[config.mk]
export PLATFORM = sky130hd
export DESIGN_NAME = fetch_stage_flat
export DESIGN_NICKNAME = d
export VERILOG_FILES = /design/src/rtl/fetch_stage_if.sv /design/src/rtl/fetch_stage.sv /design/src/flat_wrapper.sv
export SDC_FILE = /design/constraint.sdc
export NUM_CORES = 1
export LEC_CHECK = 0
export ABC_AREA = 0
export CAP_MARGIN = 20
export CELL_PAD_IN_SITES_DETAIL_PLACEMENT = 0
export CELL_PAD_IN_SITES_GLOBAL_PLACEMENT = 2
export CORE_MARGIN = 3
export CORE_UTILIZATION = 32
export CTS_BUF_LIST = sky130_fd_sc_hd__clkbuf_4 sky130_fd_sc_hd__clkbuf_8
export CTS_CLUSTER_SIZE = 16
export DETAILED_ROUTE_END_ITERATION = 12
export PLACE_DENSITY = 0.8
export SLEW_MARGIN = 20
export SYNTH_ARGS = -nofsm -noshare
export SYNTH_HDL_FRONTEND = slang
export SYNTH_SLANG_ARGS = --single-unit
[constraint.sdc]
create_clock -name clk -period 3.1 [get_ports clk]
set_input_delay 0.775 -clock clk [delete_from_list [all_inputs] [get_ports clk]]
set_output_delay 0.775 -clock clk [all_outputs]
set_load 0.005 [all_outputs]
[src/rtl/fetch_stage_if.sv]
// Signal bundle between the fetch stage and its surroundings: hazard controls,
// EX redirect, the instruction-memory request/response port and the IF/ID register.
interface fetch_stage_if;
    logic        stall;
    logic        bubble;
    logic        redirect_valid;
    logic [31:0] redirect_pc;
    logic        imem_req;
    logic [31:0] imem_addr;
    logic        imem_ready;
    logic        imem_valid;
    logic [31:0] imem_rdata;
    logic        if_id_valid;
    logic [31:0] if_id_pc;
    logic [31:0] if_id_instr;

    modport master (
        input  stall, bubble, redirect_valid, redirect_pc,
        input  imem_ready, imem_valid, imem_rdata,
        output imem_req, imem_addr,
        output if_id_valid, if_id_pc, if_id_instr
    );

    modport slave (
        output stall, bubble, redirect_valid, redirect_pc,
        output imem_ready, imem_valid, imem_rdata,
        input  imem_req, imem_addr,
        input  if_id_valid, if_id_pc, if_id_instr
    );
endinterface

[src/rtl/fetch_stage.sv]
// Instruction fetch: one outstanding imem request, a 1-entry holding buffer for
// responses that land while decode is stalled, and redirect/flush handling.
module fetch_stage #(
    parameter logic [31:0] RESET_PC  = 32'h0000_0000,
    parameter logic [31:0] NOP_INSTR = 32'h0000_0013
) (
    input  logic          clk,
    input  logic          rst_n,
    fetch_stage_if.master bus
);
    typedef enum logic [1:0] {IDLE, REQ, WAIT, HOLD} state_e;

    state_e      state_q;
    logic        req_q;
    logic        drop_q;
    logic [31:0] pc_q;
    logic [31:0] buf_q;
    logic        if_valid_q;
    logic [31:0] if_pc_q;
    logic [31:0] if_instr_q;

    logic        hold_in;
    logic        rsp_ok;
    logic        take_rsp;
    logic        release_buf;
    logic [31:0] pc_inc;
    logic [31:0] redir_pc;

    assign hold_in     = bus.stall | bus.bubble;
    // A response is usable only if it belongs to the current stream and no redirect kills it.
    assign rsp_ok      = (state_q == WAIT) && bus.imem_valid && !drop_q && !bus.redirect_valid;
    assign take_rsp    = rsp_ok && !hold_in;
    assign release_buf = (state_q == HOLD) && !hold_in && !bus.redirect_valid;
    assign pc_inc      = pc_q + 32'd4;
    assign redir_pc    = {bus.redirect_pc[31:2], 2'b00};

    assign bus.imem_req    = req_q;
    assign bus.imem_addr   = pc_q;
    assign bus.if_id_valid = if_valid_q;
    assign bus.if_id_pc    = if_pc_q;
    assign bus.if_id_instr = if_instr_q;

    always_ff @(posedge clk or negedge rst_n) begin
        if (!rst_n) begin
            state_q    <= IDLE;
            req_q      <= 1'b0;
            drop_q     <= 1'b0;
            pc_q       <= RESET_PC;
            buf_q      <= NOP_INSTR;
            if_valid_q <= 1'b0;
            if_pc_q    <= RESET_PC;
            if_instr_q <= NOP_INSTR;
        end else begin
            if (bus.redirect_valid)
                pc_q <= redir_pc;
            else if (take_rsp || release_buf)
                pc_q <= pc_inc;

            // Flush wins over stall; IF/ID pc is left alone on a flush.
            if (bus.redirect_valid || bus.bubble) begin
                if_valid_q <= 1'b0;
                if_instr_q <= NOP_INSTR;
            end else if (take_rsp) begin
                if_valid_q <= 1'b1;
                if_pc_q    <= pc_q;
                if_instr_q <= bus.imem_rdata;
            end else if (release_buf) begin
                if_valid_q <= 1'b1;
                if_pc_q    <= pc_q;
                if_instr_q <= buf_q;
            end

            if (rsp_ok && hold_in)
                buf_q <= bus.imem_rdata;

            case (state_q)
                IDLE: begin
                    state_q <= REQ;
                    req_q   <= 1'b1;
                end
                REQ: begin
                    // An accepted request to the stale address must have its response dropped.
                    if (bus.imem_ready) begin
                        state_q <= WAIT;
                        req_q   <= 1'b0;
                        drop_q  <= bus.redirect_valid;
                    end
                end
                WAIT: begin
                    if (bus.imem_valid) begin
                        drop_q <= 1'b0;
                        if (rsp_ok && hold_in) begin
                            state_q <= HOLD;
                        end else begin
                            state_q <= REQ;
                            req_q   <= 1'b1;
                        end
                    end else if (bus.redirect_valid) begin
                        drop_q <= 1'b1;
                    end
                end
                HOLD: begin
                    if (bus.redirect_valid || !hold_in) begin
                        state_q <= REQ;
                        req_q   <= 1'b1;
                    end
                end
                default: begin
                    state_q <= IDLE;
                    req_q   <= 1'b0;
                end
            endcase
        end
    end
endmodule

[src/flat_wrapper.sv]
// flat-port wrapper written by rule: the top's interface ports become plain ports
module fetch_stage_flat 
#(
    parameter logic [31:0] RESET_PC  = 32'h0000_0000,
    parameter logic [31:0] NOP_INSTR = 32'h0000_0013
)
  (clk, rst_n, bus_stall, bus_bubble, bus_redirect_valid, bus_redirect_pc, bus_imem_ready, bus_imem_valid, bus_imem_rdata, bus_imem_req, bus_imem_addr, bus_if_id_valid, bus_if_id_pc, bus_if_id_instr);
  fetch_stage_if bus_i ();
  input  logic clk;
  input  logic rst_n;
  input wire logic [$bits(bus_i.stall)-1:0] bus_stall;
  input wire logic [$bits(bus_i.bubble)-1:0] bus_bubble;
  input wire logic [$bits(bus_i.redirect_valid)-1:0] bus_redirect_valid;
  input wire logic [$bits(bus_i.redirect_pc)-1:0] bus_redirect_pc;
  input wire logic [$bits(bus_i.imem_ready)-1:0] bus_imem_ready;
  input wire logic [$bits(bus_i.imem_valid)-1:0] bus_imem_valid;
  input wire logic [$bits(bus_i.imem_rdata)-1:0] bus_imem_rdata;
  output wire logic [$bits(bus_i.imem_req)-1:0] bus_imem_req;
  output wire logic [$bits(bus_i.imem_addr)-1:0] bus_imem_addr;
  output wire logic [$bits(bus_i.if_id_valid)-1:0] bus_if_id_valid;
  output wire logic [$bits(bus_i.if_id_pc)-1:0] bus_if_id_pc;
  output wire logic [$bits(bus_i.if_id_instr)-1:0] bus_if_id_instr;
  assign bus_i.stall = bus_stall;
  assign bus_i.bubble = bus_bubble;
  assign bus_i.redirect_valid = bus_redirect_valid;
  assign bus_i.redirect_pc = bus_redirect_pc;
  assign bus_i.imem_ready = bus_imem_ready;
  assign bus_i.imem_valid = bus_imem_valid;
  assign bus_i.imem_rdata = bus_imem_rdata;
  assign bus_imem_req = bus_i.imem_req;
  assign bus_imem_addr = bus_i.imem_addr;
  assign bus_if_id_valid = bus_i.if_id_valid;
  assign bus_if_id_pc = bus_i.if_id_pc;
  assign bus_if_id_instr = bus_i.if_id_instr;
  fetch_stage #(.RESET_PC(RESET_PC), .NOP_INSTR(NOP_INSTR)) u_core (.clk(clk), .rst_n(rst_n), .bus(bus_i));
endmodule
# Yosys cells after proc, flatten, opt, wreduce, memory -nomap -nowiden
# Index checks and enable logic that the tools add are counted.
op_classes:
  order_cmp: 0
  multipliers: 0
  n_shift: 0
  n_bitwise: 2
  n_div: 0
  eq_ne: 8
  n_addsub: 1
  muxes: 24
  reduce_logical: 22
op_table:
  columns: ["operator", "n"]
  rows:
  - ["32-bit two-way mux", 7]
  - ["32-bit by 3-bit adder with 32-bit output (second input constant)", 1]
  - ["1-bit two-way mux", 10]
  - ["2-bit two-way mux", 4]
  - ["2-bit != test (second input constant)", 4]
  - ["2-bit one-hot mux with 4 select lines", 1]
  - ["1-bit logical AND", 7]
  - ["3-bit AND reduction", 2]
  - ["2-bit nonzero test", 3]
  - ["2-bit equality test (second input constant)", 2]
  - ["1-bit one-hot mux with 4 select lines", 1]
  - ["4-bit AND reduction", 1]
  - ["1-bit logical NOT", 3]
  - ["1-bit logical OR", 3]
  - ["3-bit != test (second input constant)", 1]
  - ["3-bit nonzero test", 1]
  - ["2-bit by 1-bit equality test with 1-bit output (second input constant)", 1]
  - ["2-bit logical NOT", 1]
  - ["1-bit one-hot mux with 2 select lines", 1]
  - ["2-bit AND reduction", 1]
  - ["1-bit inverter", 1]
  - ["1-bit OR", 1]
totals:
  memories: 0
  output_inout_bits: 98
  in_bits: 71
  rom_bits: 0
  register_bits: 133
  ramBits: 0
  elab_cells: 65
  latch_bits: 0

# Logic depth before layout (Yosys ltp)
# Gate-level depths: netlist of run 1.
depth:
  word_depth: 8
  mapped_depth: 9
  ltp_nobuf: 6

# Worst setup path before layout of run 1
# Ideal clock, no wire load.
synth_timing:
  kind: "input-to-reg"
  start: "input port bus_redirect_valid"
  end: "register u_core.pc_q[31] (netlist: u_core.bus.imem_addr[31])"
  path_slack_ps: 264
  t_required_ps: 2962
  setup_time_ps: 138
  arrival_ps: 2698
  path_stages: 9
  path_buffers: 5
  path_cell_list: "buf_6 or3_4 buf_6 or4_4 buf_6 buf_6 buf_6 o41ai_2 o211ai_1"
synth_between:
  elab_chain_cells: 5
  elab_cells_between_ends: 7
  classes_between: "1 x mux; 6 x reduce/logical"
synth_lines:
  columns: ["item", "line_no", "source"]
  rows:
  - ["start: declaration", "flat_wrapper.sv:13", "input wire logic [$bits(bus_i.redirect_valid)-1:0] bus_redirect_valid;"]
  - ["1-bit logical NOT", "fetch_stage.sv:31, fetch_stage.sv:33", null]
  - ["1-bit logical AND", "fetch_stage.sv:31", "assign rsp_ok = (state_q == WAIT) && bus.imem_valid && !drop_q && !bus.redirect_valid;"]
  - ["1-bit logical AND", "fetch_stage.sv:32", "assign take_rsp = rsp_ok && !hold_in;"]
  - ["1-bit logical OR", "fetch_stage.sv:56", "else if (take_rsp || release_buf)"]
  - ["2-bit nonzero test (no source line)", null, null]
  - ["end signal: assignment", "fetch_stage.sv:55", "pc_q <= redir_pc;"]
  - ["end signal: assignment", "fetch_stage.sv:57", "pc_q <= pc_inc;"]
  - ["end: declaration", "fetch_stage.sv:16", "logic [31:0] pc_q;"]
# Parallel ways exist; a longest one is shown, timed or not.
# A chain may end at the register's enable or synchronous reset.

# Worst setup path in the final report of run 1
layout_timing:
  start: "input port bus_bubble"
  end: "register u_core.pc_q[31] (netlist: u_core.bus.imem_addr[31])"
layout_between:
  elab_chain_cells: 6
  elab_cells_between_ends: 7
  classes_between: "1 x bitwise; 6 x reduce/logical"
layout_lines:
  columns: ["item", "line_no", "source"]
  rows:
  - ["start: declaration", "flat_wrapper.sv:12", "input wire logic [$bits(bus_i.bubble)-1:0] bus_bubble;"]
  - ["1-bit OR (*)", "fetch_stage.sv:29", "assign hold_in = bus.stall | bus.bubble;"]
  - ["1-bit logical NOT (*)", "fetch_stage.sv:32, fetch_stage.sv:33", null]
  - ["1-bit logical AND (2 in series)", "fetch_stage.sv:33", "assign release_buf = (state_q == HOLD) && !hold_in && !bus.redirect_valid;"]
  - ["1-bit logical OR (*)", "fetch_stage.sv:56", null]
  - ["2-bit nonzero test (no source line) (*)", null, null]
# Every way passes the cells marked *; elsewhere a longest branch is shown, timed or not.

==> metrics.txt, run 1 <==
Tot GR Track Use 16.17%; Post-synth EDFFs 0; initial antenna violation count 0; R2R cell count 4; Fmax 367.3 MHz; max_slew headroom 54.63%; first-pass GRT wire length 26140 µm; Placer Congestion 0.7713; HP Class in2async; row cnt 49; Hold Fails Final Rpt 0; #FFs+latches synth 129; static leakage 3.382 nW; cells after synthesis 508; H-tree Lvls 4; Clk network pwr share 28.6%; r2r startpoint u_core.bus.imem_addr[7]$_DFFE_PN0P_; placed cell area 7963 µm²; Worst Path Arrival 3.07 ns; Worst EP required 3.45 ns; worst slew pin tran 0.6785 ns; Final Slew Violations 0; Syn Area/Cell 11.86 µm²; Clock Sinks 129; pin count of the biggest net entering global routing 69; IO Count 169; switching pwr 1.426 mW; ANT cells 0; Post-synth top cells dfrtp_1, mux2_2, mux2i_1; # Post-CTS Setup Buffers 0; RSZ-0062 raised after global routing no; CTS tree yes; clock latency at the later pin of the worst-skew pair 0.44 ns; drt wl/cell 17.85 µm; Cell Area, Synth 6025 µm²; root buffer cell clkbuf_8; CTS buffer count 17; share of cells above drive strength 1 19.01%; Comb pwr share 25.7%; worst path cell trace clkdlybuf4s50_1 -> or3_4 -> or4_4 -> or4_1 -> o211ai_1; initial core utilization 33.09%; CP max FO 28; Final Cell Area 8357 µm²; Die Y 143.2 µm; Synth top area share 51.09%; VDD IR max 0.2438 mV; R2R Setup Slk 0.77 ns; port bufs 162; post-synthesis sequential area ratio 53.71%; Final setup viols 0; switching share of power 28.29%; via/cell ratio 5.202; kind of critical path in2reg; final critical path time including I/O delays and setup 2.722 ns; Routed Antenna Nets 0; Startpoint Class input port; FF-to-FF End u_core.bus.imem_addr[31]$_DFFE_PN0P_; post-cts resize count 0; DRT iter0 DRCs 202; Setup crit start bus_bubble; area leader, netlist dfrtp_1; Die ar. 20510 µm²; clock skew 0.01306 ns; cell area power density 603.1 nW/µm²; synth warn 0; Top FF cell, synth dfrtp_1; Horiz. Die Dim 143.2 µm; fraction of registers with async set or reset after synthesis 100.0%; Core ar. 18210 µm²; maxcap violations 0; CTS max path bufs 2; Synth area leaders dfrtp_1, mux2_2, mux2i_1; Final period util 87.82%; count leader, synth dfrtp_1; kind of end point of the critical path flip-flop; Final Util 45.89%; Worst path slowest cell or4_4; Netlist cell types 50; Final WS setup 0.3775 ns; Vias 4749; outcome complete, no violations; hold buffer count at CTS 0; DP Worst Slack -0.06667 ns; GR Overflow Total 0; number of global-route vias before repair 4958; Residual DRC 0; Int Pwr 3.614 mW; Post-DP HPWL 11060 µm; DR pass1 iterations 4; Total Wirelength 16290 µm; clk slew on worst S/H paths 0.08 ns; sequential group share of total power 45.7%; NumNets Final 746; Synth-to-Final Area Change 38.71%; largest stage delay on the critical path 0.70 ns
==> cell usage in the layout (no fill, tap or decap), types with 5 or more instances in the layout <==
cell             synthesis  final
clkdlybuf4s50_1          0    160
dfrtp_1                123    123
mux2_2                  58     58
mux2i_1                 35     35
nand2_1                 32     32
o2bb2ai_1               29     29
nor2_1                  19     18
o21ai_0                 19     18
clkbuf_8                 0     17
buf_4                    4     14
nand3_1                 12     12
o31ai_1                 12     12
or4_1                   12     12
a31oi_1                 12     12
o311ai_0                11     11
inv_1                   10     10
nand4_1                  7      7
o211ai_1                 6      6
or2_2                    6      6
dfstp_2                  6      6
and3_1                   5      5
clkinv_4                 0      5
buf_12                   0      5
==> cells by family after synthesis <==
family	count (synthesis)	synth area share [%]
adder cells (fa/ha/maj)	4	0.8308
multiplexers	93	16.66
AO/OA/AOI/OAI	108	13.50
other	1	0.06225
AND/OR/NAND/NOR	119	10.57
XOR/XNOR	5	0.7269
buffers and inverters	49	3.946
flip-flops	129	53.71
==> state kept, by name, indices dropped and copies added, names as in the netlist <==
| signal | flops |
|---|---|
| u_core.buf_q | 32 |
| u_core.drop_q | 1 |
| u_core.bus.imem_addr | 30 |
| u_core.bus.imem_req | 1 |
| u_core.bus.if_id_valid | 1 |
| u_core.state_q | 2 |
| u_core.bus.if_id_instr | 32 |
| u_core.bus.if_id_pc | 30 |
==> critical path: cells and delay by family <==
family,cells,cell delay [ns]
AND/OR/NAND/NOR,3,1.64
buffers and inverters,1,0.45
AO/OA/AOI/OAI,1,0.20
==> final cells by class <==
| class | instances | area (µm²) |
|---|---|---|
| Clock buffer | 17 | 234.0 |
| Fill cell | 1691 | 9852 |
| Clock inverter | 15 | 160.2 |
| Multi-Input combinational cell | 333 | 2591 |
| Timing Repair Buffer | 180 | 1812 |
| Tap cell | 229 | 286.5 |
| Sequential cell | 129 | 3236 |
| Inverter | 10 | 37.54 |
==> worst max-delay path by stage <==
stage                                                       to  slack (ns)
after global routing      u_core.bus.imem_addr[21]$_DFFE_PN0P_        0.32
after global placement    u_core.bus.imem_addr[31]$_DFFE_PN0P_       -0.05
after CTS                 u_core.bus.imem_addr[31]$_DFFE_PN0P_        0.39
after floorplan           u_core.bus.imem_addr[31]$_DFFE_PN0P_        0.26
after detailed placement  u_core.bus.imem_addr[31]$_DFFE_PN0P_       -0.07
final                     u_core.bus.imem_addr[31]$_DFFE_PN0P_        0.38
==> metal layers <==
layer	vias up	wire length [µm]	GRT usage [%]
met5	-	0	0
met4	0	197	5.055
met3	20	1404	6.497
met2	154	7305	25.17
met1	2351	7387	20.75
li1	2224	-	-
==> per-stage QoR <==
step           power [mW]  setup TNS (ns)  hold WS [ns]  cells
5_1_grt             5.352               0        0.2892    913
2_1_floorplan       2.890               0        0.4711    511
3_3_place_gp        3.599         -0.1196        0.4645    881
4_1_cts             5.122               0        0.2767    913
6_report            5.040               0        0.2887    913
3_5_place_dp        3.655         -0.2513        0.4668    881
==> power groups by stage <==
stage	Sequential, mW	Combinational [mW]	Clock [mW]
global route	2.36	1.42	1.57
floorplan	2.30	0.586	0
finish	2.30	1.30	1.44
CTS	2.31	1.32	1.49
global placement	2.31	1.29	0
detailed placement	2.34	1.31	0
(Power assumes the default switching activity.)
==> run 2, diff against run 1 <==
==> constraint.sdc (replaced) <==
create_clock -name clk -period 3.1 [get_ports clk]
set_input_delay 0.62 -clock clk [delete_from_list [all_inputs] [get_ports clk]]
set_output_delay 0.62 -clock clk [all_outputs]
set_load 0.005 [all_outputs]
==> run 2 against run 1 <==
  * Flip-flop and latch count unchanged
  * Register-to-register slack improved by 0.03 ns
  * Count of clock-buffer cells in the layout is 6 higher
  * Combinational power about the same
  * Setup slack improved by 0.18 ns
  * Sequential share of layout area rose by 0.093 points
  * Clock skew is 0.0048 ns lower
  * Largest power group unchanged
==> metrics.txt, run 2 (synthesis results as in run 1) <==
outcome complete, no violations; max_slew headroom 37.32%; commonest non-fill, non-tap cells in the layout clkdlybuf4s50_1, dfrtp_1, mux2_2; Startpoint Class input port; Placer Congestion 0.7678; clock skew 0.008276 ns; most common cell after layout, fill and taps aside clkdlybuf4s50_1; sequential group share of total power 45.5%; row cnt 49; hold buffer count at CTS 0; Total Wirelength 16800 µm; post-cts resize count 0; CTS buffer count 17; root buffer cell clkbuf_8; CTS max path bufs 2; clock latency at the later pin of the worst-skew pair 0.44 ns; drt wl/cell 18.49 µm; met1 GRT Util 21.01%; R2R Setup Slk 0.80 ns; GR Overflow Total 0; initial antenna violation count 0; initial core utilization 33.09%; TNS Setup 0 ns; Routed Antenna Nets 0; Filler Cells Inserted 1670; Horiz. Die Dim 143.2 µm; Final period util 82.08%; Die Y 143.2 µm; via/cell ratio 5.234; Post-DP HPWL 11310 µm; Synth-to-Final Area Change 38.38%; ANT cells 0; Worst path slowest cell or4_4; clk slew on worst S/H paths 0.08 ns; H-tree Lvls 4; switching share of power 26.92%; maxcap violations 0; CP max FO 28; Die ar. 20510 µm²; pin count of the biggest net entering global routing 71; Clk network pwr share 28.9%; HP Class in2async; kind of critical path in2reg; CTS tree yes; GR peak layer met2; met2 Usage GRT 26.88%; Fmax 393.0 MHz; Residual DRC 0; Core ar. 18210 µm²; cell area power density 608.1 nW/µm²; register area 3236 µm²; first-pass GRT wire length 27170 µm; RSZ-0062 raised after global routing no; static leakage 3.383 nW; port bufs 162; Setup crit start bus_bubble; worst path cell trace clkdlybuf4s50_1 -> or3_4 -> or4_4 -> or4_1 -> a31oi_1; GR Layer Usage met3 6.932%; switching pwr 1.365 mW; Tot GR Track Use 16.85%; share of cells above drive strength 1 18.68%; Final Slew Violations 0; smallest hold slack 0.1236 ns; # Post-CTS Setup Buffers 0; largest stage delay on the critical path 0.70 ns; Comb pwr share 25.6%; DR pass1 iterations 5; r2r startpoint u_core.bus.imem_addr[7]$_DFFE_PN0P_; Multi-input gate area 2595 µm²; Final setup viols 0; IO Count 169; Worst Path Arrival 2.90 ns; Hold Fails Final Rpt 0; Clock Sinks 129; Int Pwr 3.705 mW; number of global-route vias before repair 5039; DRT iter0 DRCs 340; worst slew pin tran 0.9392 ns; NumNets Final 745; final critical path time including I/O delays and setup 2.545 ns; Worst EP required 3.46 ns; Vias 4758; kind of end point of the critical path flip-flop; VDD IR max 0.2465 mV
==> run 2: cell count changes in the layout (fill, tap and decap cells not counted), sizes merged <==
cell      delta
buf          -1
clkbuf       +6
clkinv       -4
clkinvlp     -2
inv          -3
==> run 2: path summary, 6_finish.rpt <==
check,endpoint,cells past startpoint
worst max-delay path,u_core.bus.imem_addr[27]$_DFFE_PN0P_,5
worst max register to register,u_core.bus.imem_addr[27]$_DFFE_PN0P_,4
worst min register to register,u_core.bus.if_id_pc[15]$_DFFE_PN0P_,2
worst min-delay path,u_core.bus.if_id_pc[9]$_DFFE_PN0P_,1
min in group clk,u_core.bus.if_id_pc[15]$_DFFE_PN0P_,2
max in group asynchronous,u_core.bus.if_id_instr[0]$_DFFE_PN1P_,2
==> run 2: power groups by stage <==
| stage | Clock (mW) | Combinational (mW) | Sequential (mW) |
|---|---|---|---|
| after floorplan | 0 | 0.586 | 2.30 |
| after global routing | 1.59 | 1.43 | 2.37 |
| after CTS | 1.52 | 1.32 | 2.31 |
| after global placement | 0 | 1.28 | 2.31 |
| final | 1.46 | 1.30 | 2.31 |
| after detailed placement | 0 | 1.32 | 2.34 |
==> run 2: per-layer routing <==
layer / wire length (µm) / vias to the layer above
li1: - / 2214
met1: 7405 / 2369
met2: 7742 / 155
met3: 1440 / 20
met4: 216 / 0
met5: 0 / -
==> run 2: worst max-delay path, delay by kind of cell <==
| kind | cells | cell delay (ns) |
|---|---|---|
| buffers and inverters | 1 | 0.45 |
| and+or+nand+nor | 3 | 1.64 |
| AOI/OAI and AO/OA | 1 | 0.18 |
==> run 2: through the flow <==
step                area [µm²]  instances  util, %  setup WS, ns  total power [mW]
finish                    8337        909    45.78        0.5555             5.070
global route              8337        909    45.78        0.4265             5.393
CTS                       8337        909    45.78        0.5877             5.158
detailed placement        7946        880    43.64       0.09905             3.658
global placement          7943        880    43.62       0.09718             3.597
floorplan                 6036        511        -        0.4194             2.890
==> run 2: final cells by class <==
cell class,count,area share [%]
flip-flops and latches,129,38.81
multi-input cells,333,31.13
repair buffers,179,21.49
clock buffers,23,3.722
well taps,229,3.437
clock inverters,6,0.9605
inverters,10,0.4502
==> patch, RTL diff (config.mk and constraints of run 1) <==
The 4 states of `state_e` get a Gray code encoding in 2 bits.
--- a/src/rtl/fetch_stage.sv
+++ b/src/rtl/fetch_stage.sv
@@ -9,5 +9,5 @@
     fetch_stage_if.master bus
 );
-    typedef enum logic [1:0] {IDLE, REQ, WAIT, HOLD} state_e;
+    typedef enum logic [1:0] {IDLE = 2'b00, REQ = 2'b01, WAIT = 2'b11, HOLD = 2'b10} state_e;
 
     state_e      state_q;
Behaviour: same outputs for any inputs over 4 cycles, from zero or initial values and one cycle with rst_n low; so few cycles prove little.
==> patch against run 1 <==
- wire length grew 4.8%
- cell area shrank 1.4%
- setup slack gained 0.29 ns
- hold slack gained 0.035 ns
- sequential cell count is the same
- total power grew 4.3%
- global-route usage grew 0.94 points
- area after synthesis shrank 0.83%
- critical endpoint is now u_core.bus.imem_addr[25]
- synthesized cell count grew 8.5%
- combinational power grew 8%
==> patch: results (changes against run 1) <==
Clock network
  – Worst skew pair latency: 0.44 ns (about the same)
  – Setup bufs post-CTS: 0 (unchanged)
  – Clock Tree Buf Depth: 2 (unchanged)
  – Cts bufs inserted: 17 (unchanged)
  – CTS H-tree lvls: 4 (unchanged)
  – Root Buffer: clkbuf_8 (unchanged)
  – Clock-pin slew on the worst setup and hold paths: 0.08 ns (about the same)
  – Post-CTS sizing: 0 (unchanged)

Finish
  – Nets: 786 (was 746)
  – Share of cells above drive strength 1: 14.86% (was 19.01%)
  – Inserted Diodes: 0 (unchanged)

GRT
  – Initial antenna violation count: 0 (unchanged)
  – First-pass GRT wire length: 27.26 mm (was 26.14 mm)
  – Gr usage total: 17.11% (was 16.17%)
  – Largest net degree at the start of global routing: 75 (was 69)
  – Vias in the first global route: 4890 (was 4958)

Min path
  – Hold WC Path Type: in -> async (unchanged)

Placed design
  – Count of buffers from port buffering: 162 (unchanged)
  – Pre-CTS setup slack: 0.1606 ns (was -0.06667 ns)
  – Placer Congestion: 0.8030 (was 0.7713)
  – Placed Area: 0.007859 sq mm (was 0.007963 sq mm)
  – DP Wirelength: 11.96 mm (was 11.06 mm)

Power and ir drop
  – Peak supply drop: 0.2700 mV (was 0.2438 mV)
  – Leakage: 0.003606 uW (was 0.003382 uW)
  – Net Sw Power: 1563 uW (was 1426 uW)

Timing
  – Fin Clk Skew: 0.01038 ns (was 0.01306 ns)
  – Final setup TNS: 0 ns (unchanged)
  – Worst Tran Pin Value: 0.8226 ns (was 0.6785 ns)
  – WHS: 0.3240 ns (was 0.2887 ns)

Drt
  – Routed Antenna Nets: 0 (unchanged)
  – Detailed Route Iter0 Violations: 243 (was 202)
  – Via count: 4703 (was 4749)
  – DRT Wirelength: 17.08 mm (was 16.29 mm)
  – Drt first pass iters: 4 (unchanged)

Critical path
  – Flop2flop setup slack: 0.93 ns (was 0.77 ns)
  – Critical path fanouts, max: 71 (was 28)
  – Arrival time at the worst endpoint: 2.75 ns (was 3.07 ns)
  – Reg2reg end: u_core.bus.imem_addr[20] (was u_core.bus.imem_addr[31])
  – Worst Reg2Reg Path Length in Cells: 6 (was 4)
  – R2R Path Start: u_core.bus.imem_addr[2] (was u_core.bus.imem_addr[7])

Yosys
  – Top post-synthesis cells by area: dfrtp_1 52%, nand2_1 7.6%, mux2_2 7.2% (was dfrtp_1 51%, mux2_2 11%, mux2i_1 5.8%)
  – Ys async rst share: 100.0% (unchanged)
  – Synth top cells by count: 123 x dfrtp_1, 121 x nand2_1, 38 x mux2_2 (was 123 x dfrtp_1, 58 x mux2_2, 35 x mux2i_1)
  – Yosys warning count: 0 (unchanged)
  – Prevailing post-synth register cell: dfrtp_1 (unchanged)
  – Register area share after synthesis: 54.16% (was 53.71%)
  – Post-synth cell types: 51 (was 50)

Outcome
  – Status: finished, final reports clean (unchanged)
## patch: through the flow
stage               instances  utilization, %
global route              956           45.39
floorplan                 554               -
detailed placement        924           43.31
global placement          924           43.31
finish                    956           45.39
CTS                       956           45.39
## patch: routing by layer
| metal | routed length [um] | share of wire, % | up-vias | GRT usage, % |
|---|---|---|---|---|
| li1 | - | - | 2263 | - |
| met1 | 7627 | 45 | 2317 | 22.77 |
| met2 | 8553 | 50 | 111 | 28.21 |
| met3 | 704 | 4.1 | 12 | 3.684 |
| met4 | 197 | 1.2 | 0 | 5.003 |
| met5 | 0 | 0 | - | 0 |
## patch: how the worst max path moves through the flow
| stage | from | endpoint | slack, ns | cells after the start |
|---|---|---|---|---|
| 2_1_floorplan | bus_bubble | u_core.bus.imem_addr[8] | 0.88 | 5 |
| 3_3_place_gp | bus_imem_valid | u_core.bus.imem_addr[25] | 0.20 | 7 |
| 3_5_place_dp | bus_imem_valid | u_core.bus.imem_addr[25] | 0.16 | 7 |
| 4_1_cts | bus_imem_valid | u_core.bus.imem_addr[25] | 0.64 | 7 |
| 5_1_grt | bus_imem_valid | u_core.bus.imem_addr[25] | 0.53 | 7 |
| 6_report | bus_imem_valid | u_core.bus.imem_addr[25] | 0.67 | 7 |
## patch: area by class of cell
class / instances / area, sq um
clock buffer: 20 / 269.0
clock inverter: 12 / 110.1
multi-input combinational: 384 / 2579
fill: 1696 / 9910
sequential: 129 / 3236
tap: 229 / 286.5
inverter: 6 / 22.52
timing repair buffer: 176 / 1735
## patch: worst max-delay path: stages
cell	delay [ns]
clkdlybuf4s50_1	0.49
nand2b_2	0.24
a21bo_4	0.23
buf_4	0.64
a21oi_1	0.06
o21ai_0	0.18
o211ai_1	0.11
## patch: cells by family after synthesis
logic type                 after synthesis  share of synthesized area, %
AOI/OAI and AO/OA                       87                         10.51
xor gates and xnor gates                22                         3.225
adders and majority gates                1                        0.2094
buffers and inverters                   41                         3.434
DFF                                    129                         54.16
muxes                                   68                         12.19
other                                    1                       0.06277
and+or+nand+nor                        202                         16.21
## patch: power groups by stage
stage	Sequential, uW	Combinational [uW]	Clock, uW
6_report	2460	1410	1380
5_1_grt	2520	1560	1510
4_1_cts	2460	1450	1430
3_5_place_dp	2490	1440	0
3_3_place_gp	2460	1400	0
2_1_floorplan	2420	713	0
